$ cat src/rtl/shift_right_sticky_if.sv
// Bundles the request and result signals of shift_right_sticky.
// The master side drives in/shift/inValid; the slave side returns out/sticky/stickyAnd.
interface shift_right_sticky_if #(
    parameter int IN_WIDTH        = 8,
    parameter int OUT_WIDTH       = 8,
    parameter int SHIFT_VAL_WIDTH = 3
);
    logic                       inValid;
    logic [IN_WIDTH-1:0]        in;
    logic [SHIFT_VAL_WIDTH-1:0] shift;
    logic                       outValid;
    logic [OUT_WIDTH-1:0]       out;
    logic                       sticky;
    logic                       stickyAnd;

    modport master (
        output inValid, in, shift,
        input  outValid, out, sticky, stickyAnd
    );

    modport slave (
        input  inValid, in, shift,
        output outValid, out, sticky, stickyAnd
    );
endinterface

$ cat src/rtl/shift_right_sticky.sv
// Registered logical right shifter reporting OR/AND of every discarded input bit.
// Define SHIFT_RIGHT_STICKY_PIPE_EN to split the barrel shifter into two register stages.
module shift_right_sticky #(
    parameter int IN_WIDTH        = 8,
    parameter int OUT_WIDTH       = 8,
    parameter int SHIFT_VAL_WIDTH = 3
) (
    input  logic                  clock,
    input  logic                  reset,
    shift_right_sticky_if.slave   bus
);
    localparam int W     = (IN_WIDTH > OUT_WIDTH) ? IN_WIDTH : OUT_WIDTH;
    localparam int TRUNC = W - OUT_WIDTH;
    localparam int SPLIT = (SHIFT_VAL_WIDTH + 1) / 2;

    // mask marks which positions of data still hold real input bits (padding is 0)
    typedef struct packed {
        logic [W-1:0] data;
        logic [W-1:0] mask;
        logic         st;
        logic         sa;
    } shState_t;

    typedef struct packed {
        logic [OUT_WIDTH-1:0] out;
        logic                 st;
        logic                 sa;
    } shResult_t;

    function automatic shState_t initState(input logic [IN_WIDTH-1:0] inVal);
        shState_t r;
        r.data = '0;
        r.mask = '0;
        r.data[W-1 -: IN_WIDTH] = inVal;
        r.mask[W-1 -: IN_WIDTH] = '1;
        r.st = 1'b0;
        r.sa = 1'b1;
        return r;
    endfunction

    // Applies barrel stages lo..hi-1; each folds the bits it drops into st/sa.
    function automatic shState_t shiftStages(input shState_t s,
                                             input logic [SHIFT_VAL_WIDTH-1:0] amt,
                                             input int lo, input int hi);
        shState_t r;
        r = s;
        for (int k = 0; k < SHIFT_VAL_WIDTH; k++) begin
            if (k >= lo && k < hi && amt[k]) begin
                for (int i = 0; i < W; i++) begin
                    if (k >= 31 || i < (1 << k)) begin
                        r.st = r.st | r.data[i];
                        r.sa = r.sa & (r.data[i] | ~r.mask[i]);
                    end
                end
                if (k >= 31) begin
                    r.data = '0;
                    r.mask = '0;
                end else begin
                    r.data = r.data >> (1 << k);
                    r.mask = r.mask >> (1 << k);
                end
            end
        end
        return r;
    endfunction

    // Bits left below the output LSB are lost to truncation.
    function automatic shResult_t finishTrunc(input shState_t s);
        shResult_t r;
        r.st = s.st;
        r.sa = s.sa;
        for (int i = 0; i < TRUNC; i++) begin
            r.st = r.st | s.data[i];
            r.sa = r.sa & (s.data[i] | ~s.mask[i]);
        end
        r.out = s.data[W-1 -: OUT_WIDTH];
        return r;
    endfunction

`ifdef SHIFT_RIGHT_STICKY_PIPE_EN
    shState_t                   state_p0;
    shState_t                   state_p1;
    logic [SHIFT_VAL_WIDTH-1:0] amt_p1;
    logic                       vld_p1;
    shResult_t                  res_p1;
    shResult_t                  res_p2;
    logic                       vld_p2;

    always_comb begin
        state_p0 = shiftStages(initState(bus.in), bus.shift, 0, SPLIT);
    end

    // p0 -> p1: low shift bits applied
    always_ff @(posedge clock) begin
        if (reset) begin
            vld_p1   <= 1'b0;
            state_p1 <= '0;
            amt_p1   <= '0;
        end else begin
            vld_p1 <= bus.inValid;
            if (bus.inValid) begin
                state_p1 <= state_p0;
                amt_p1   <= bus.shift;
            end
        end
    end

    always_comb begin
        res_p1 = finishTrunc(shiftStages(state_p1, amt_p1, SPLIT, SHIFT_VAL_WIDTH));
    end

    // p1 -> p2: high shift bits and truncation applied
    always_ff @(posedge clock) begin
        if (reset) begin
            vld_p2 <= 1'b0;
            res_p2 <= '0;
        end else begin
            vld_p2 <= vld_p1;
            if (vld_p1) begin
                res_p2 <= res_p1;
            end
        end
    end

    assign bus.outValid  = vld_p2;
    assign bus.out       = res_p2.out;
    assign bus.sticky    = res_p2.st;
    assign bus.stickyAnd = res_p2.sa;
`else
    shResult_t res_p0;
    shResult_t res_p1;
    logic      vld_p1;

    always_comb begin
        res_p0 = finishTrunc(shiftStages(initState(bus.in), bus.shift, 0, SHIFT_VAL_WIDTH));
    end

    // p0 -> p1: full shift and truncation applied
    always_ff @(posedge clock) begin
        if (reset) begin
            vld_p1 <= 1'b0;
            res_p1 <= '0;
        end else begin
            vld_p1 <= bus.inValid;
            if (bus.inValid) begin
                res_p1 <= res_p0;
            end
        end
    end

    assign bus.outValid  = vld_p1;
    assign bus.out       = res_p1.out;
    assign bus.sticky    = res_p1.st;
    assign bus.stickyAnd = res_p1.sa;
`endif
endmodule

$ cat src/flat_wrapper.sv
// flat-port wrapper written by rule: the top's interface ports become plain ports
module shift_right_sticky_flat 
#(
    parameter int IN_WIDTH        = 8,
    parameter int OUT_WIDTH       = 8,
    parameter int SHIFT_VAL_WIDTH = 3
)
  (clock, reset, bus_inValid, bus_in, bus_shift, bus_outValid, bus_out, bus_sticky, bus_stickyAnd);
  shift_right_sticky_if #(.IN_WIDTH(IN_WIDTH), .OUT_WIDTH(OUT_WIDTH), .SHIFT_VAL_WIDTH(SHIFT_VAL_WIDTH)) bus_i ();
  input  logic clock;
  input  logic reset;
  input wire logic [$bits(bus_i.inValid)-1:0] bus_inValid;
  input wire logic [$bits(bus_i.in)-1:0] bus_in;
  input wire logic [$bits(bus_i.shift)-1:0] bus_shift;
  output wire logic [$bits(bus_i.outValid)-1:0] bus_outValid;
  output wire logic [$bits(bus_i.out)-1:0] bus_out;
  output wire logic [$bits(bus_i.sticky)-1:0] bus_sticky;
  output wire logic [$bits(bus_i.stickyAnd)-1:0] bus_stickyAnd;
  assign bus_i.inValid = bus_inValid;
  assign bus_i.in = bus_in;
  assign bus_i.shift = bus_shift;
  assign bus_outValid = bus_i.outValid;
  assign bus_out = bus_i.out;
  assign bus_sticky = bus_i.sticky;
  assign bus_stickyAnd = bus_i.stickyAnd;
  shift_right_sticky #(.IN_WIDTH(IN_WIDTH), .OUT_WIDTH(OUT_WIDTH), .SHIFT_VAL_WIDTH(SHIFT_VAL_WIDTH)) u_core (.clock(clock), .reset(reset), .bus(bus_i));
endmodule
$ cat config.mk
export PLATFORM = sky130hd
export DESIGN_NAME = shift_right_sticky_flat
export DESIGN_NICKNAME = d
export VERILOG_FILES = /design/src/rtl/shift_right_sticky_if.sv /design/src/rtl/shift_right_sticky.sv /design/src/flat_wrapper.sv
export SDC_FILE = /design/constraint.sdc
export NUM_CORES = 1
export LEC_CHECK = 0
export CAP_MARGIN = 20
export CORE_MARGIN = 10
export CORE_UTILIZATION = 43
export CTS_CLUSTER_DIAMETER = 100
export DETAILED_ROUTE_END_ITERATION = 8
export PLACE_DENSITY = 0.88
export SLEW_MARGIN = 10
export SYNTH_ARGS = -nofsm -noshare
export SYNTH_HDL_FRONTEND = slang
export SYNTH_SLANG_ARGS = --single-unit
$ cat constraint.sdc
create_clock -name clock -period 1.7 [get_ports clock]
set_input_delay 0.34 -clock clock [delete_from_list [all_inputs] [get_ports clock]]
set_output_delay 0.34 -clock clock [all_outputs]
set_load 0.02 [all_outputs]
Word level (Yosys, flattened, before mapping)
Cells that the tools add are included.
{ "classes": {"mux": 7, "n_bitwise": 24} }
{ "ops": {"columns": ["cell", "n"], "rows": [
  ["two-way mux 18 bit", 3],
  ["OR 1 bit", 12],
  ["two-way mux 2 bit", 4],
  ["AND 1 bit", 6],
  ["NOT 1 bit", 6]
]} }
{ "totals": {"output_inout_bits": 11, "regBits": 11} }

Logic depth before layout (Yosys ltp)
{ "depth": {"word_depth": 17, "mapped_depth": 6} }

Worst setup path after synthesis
Ideal clock, no wire load.
{ "synth_path": {"path_type": "input -> register", "start": "input bus_shift[1]", "end": "register u_core.res_p1, in the netlist u_core.bus.sticky", "path_stages": 4, "t_required_ns": 1.574, "arrival_ns": 1.279, "slack_ns": 0.295, "cell_sequence": "buf_6 mux4_2 o31ai_1 a211oi_1"} }
{ "synth_via": {"elab_chain_len": 9} }
{ "synth_rtl": {"columns": ["item", "line_no", "rtl"], "rows": [
  ["from (decl)", "flat_wrapper.sv:14", "input wire logic [$bits(bus_i.shift)-1:0] bus_shift;"],
  ["two-way mux 18 bit (*)", "shift_right_sticky.sv:48", "if (k >= lo && k < hi && amt[k]) begin"],
  ["OR 1 bit", "shift_right_sticky.sv:51", "r.st = r.st | r.data[i];"],
  ["two-way mux 2 bit", "shift_right_sticky.sv:48", null],
  ["OR 1 bit", "shift_right_sticky.sv:51", null],
  ["two-way mux 2 bit", "shift_right_sticky.sv:48", null],
  ["OR 1 bit", "shift_right_sticky.sv:51", null],
  ["two-way mux 2 bit", "shift_right_sticky.sv:48", null],
  ["OR 1 bit", "shift_right_sticky.sv:51", null],
  ["two-way mux 18 bit (*)", "shift_right_sticky.sv:48", null],
  ["to (signal assigned)", "shift_right_sticky.sv:146", "res_p1 <= res_p0;"],
  ["to (decl)", "shift_right_sticky.sv:131", "shResult_t res_p1;"]
]} }
Mark *: on every way between the ends. The rest lies on a longest branch, timed or not. The select of a mux whose other input is x is not followed.
A chain may end at the register's enable or synchronous reset.

Worst setup path after layout
{ "layout_path": {"start": "input bus_shift[0]", "end": "register u_core.res_p1, in the netlist u_core.bus.out[2]"} }
{ "layout_via": {"elab_chain_len": 3} }
{ "layout_rtl": {"columns": ["item", "line_no"], "rows": [
  ["two-way mux 18 bit (3 in series)", "shift_right_sticky.sv:48"]
]} }
Every way passes these cells.

==> flow_summary.yaml <==
clock_tree:
  cts_buffers: 3
  cts_setup_buffers: 0
  cts_resized: 0
  htreeDepth: 1
  cts_sinks: 11
  cts_root_buf: "clkbuf_4"
  cts_buffer_depth: 2
  clk_pin_slew_ns: 0.07
  hold_buffers: 0
  clk-insertion-delay-late_ns: 0.28
  cts_tree: "yes"
global_routing:
  first_global_vias: 723
  grt_max_degree: 12
  overflow: 0
  grt_pass1_wl_mm: 3.08
  antenna_found_initial: 0
  grtUsageTotal: 0.107
yosys:
  synthMuxAreaShare: 0.190
  yosys.area_share.adder: 0
  syn_avg_cell_area_um2: 9.25
  synth_top_family_by_area: "compound AO/OA/AOI/OAI gates"
  synth-compound-area-share: 0.244
  synth_cell_type_count: 30
  synth-edff-count: 0
  synth_ff_type: "dfxtp_1"
  synthArstFlopShare: 0
  syn-num-nets: 90
  ys_seq_elements: 11
  yosysSeqAreaShare: 0.313
  synthSimpleGateAreaFrac: 0.165
  netlist_instances: 76
  synth_area_um2: 703
  synthXorXnorAreaFrac: 0
  yosysWarnings: 0
route:
  first_iter_violations: 8
  drc: 0
  firstDrtPassIters: 4
  drt_wl_total_mm: 2.01
  wire_per_inst_um: 15.4
  viasPerCell: 5.82
  m1WireLength_um: 841
  ant_nets: 0
  vias: 757
  met3_length_um: 123
  top_layer: "met4"
  route.met2.wl_um: 956
cells_and_area:
  mostFrequentLayoutCell: "clkdlybuf4s50_1"
  fin_nets: 129
  ff_latch_area_um2: 220
  layout.cells.non_filler: 130
  finalInstanceArea_um2: 1050
  drive_gt1_frac: 0.228
  layout_common_cells: "24 x clkdlybuf4s50_1, 15 x buf_4, 13 x nor2_1"
  multi_input_area_um2: 422
  n_antenna_cell: 0
  syn2layout_area_growth_pct: 49.6
  fill_cells: 120
  final_util: 0.690
run:
  cap_violations: 0
die:
  placementRows: 14
  ios: 25
  die_area_um2: 3650
  coreArea_um2: 1520
  die_h_um: 60.4
  die_w_um: 60.4
  floorplan.initialDensity: 0.461
timing:
  tightest_slew_ns: 0.423
  final_hold_viol_count: 0
  setup_viol: 0
  drv_slew: 0
  holdWs_ns: 0.482
  finalCritPeriodShare: 0.951
  fin_ws_ns: 0.0834
  final.min_clock_period_ns: 1.62
  rsz0062_at_grt: "no"
  clock.fmax_mhz: 619
  slew_headroom: 0.717
  tns_ns: 0
  finClkSkew_ns: 0
setup_path:
  cp-start-kind: "primary input"
  crit_fanout: 5
  critPathCaptureType: "flip-flop"
  path_class: "primary input to flip-flop"
  critPathArrivalTime_ns: 1.77
  cp.required_ns: 1.85
place:
  placed_cells: 126
  place_congestion: 0.895
  preCtsSetupSlack_ns: -0.227
  port_buffers: 24
  place_hpwl_mm: 1.63
  placed_cell_area_um2: 1030
power_and_ir_drop:
  power_density_nw_per_um2: 645
  ir_drop_mv: 0.339
  power_mw: 0.679
  p_leak_nw: 0.429
outcome:
  outcome: "completed"
hold_path:
  hold_path.class: "flip-flop to flip-flop"
cell usage after synthesis (all sizes together), types with 2 or more instances:
cell type,number,share of area
o22ai,3,0.027
nor3,3,0.021
clkbuf,3,0.044
dfxtp,11,0.31
a21oi,3,0.027
mux4,4,0.13
a211oi,3,0.032
inv,3,0.016
buf,2,0.027
nand2,4,0.021
nor2,13,0.069
o21ai,5,0.036
mux2i,4,0.057
a22oi,3,0.032
layer usage:
layer / up-vias / GRT usage
met2: 29 / 0.182
met4: 0 / 0.0940
met3: 9 / 0.0271
met5: - / 0
met1: 357 / 0.106
li1: 362 / -
cell type report:
type	instances	area share
clock buffers	4	0.0250
flip-flops and latches	11	0.209
repair buffers	39	0.335
well taps	16	0.0190
inverters	3	0.0107
multi-input cells	57	0.401
power breakdown:
part / leakage (nW) / switching [mW] / total [mW] / internal (mW)
clock network: 0.0150 / 0.0934 / 0.185 / 0.0912
registers: 0.0906 / 0.00700 / 0.279 / 0.272
logic: 0.324 / 0.0995 / 0.215 / 0.116
total: 0.429 / 0.200 / 0.679 / 0.479
worst paths after layout:
| check | depth (start not counted) | startpoint | slack [ns] | endpoint |
|---|---|---|---|---|
| setup / recovery | 4 | bus_shift[0] | 0.08 | u_core.bus.out[2] |
| hold / removal | 2 | u_core.bus.out[1] | 0.48 | u_core.bus.out[1] |
| setup reg to reg | 2 | u_core.bus.out[3] | 0.99 | u_core.bus.out[3] |
| hold reg to reg | 2 | u_core.bus.out[1] | 0.48 | u_core.bus.out[1] |
logic make-up (layout without fill, tap and decap cells):
family | Yosys count | in the layout
AO/OA/AOI/OAI | 24 | 24
multiplexers | 8 | 8
flip-flops | 11 | 11
buffers and inverters | 8 | 46
AND/OR/NAND/NOR | 25 | 25
sequential cells by signal, summed over array words and instances (netlist names):
signal                flops
u_core.bus.out            8
u_core.bus.outValid       1
u_core.bus.sticky         1
u_core.bus.stickyAnd      1
critical path, stage by stage:
cell	delay (ns)
clkdlybuf4s50_1	0.60
mux4_1	0.59
o21ai_0	0.15
a211oi_1	0.08
No activity file was read; power rests on OpenSTA's default activity.
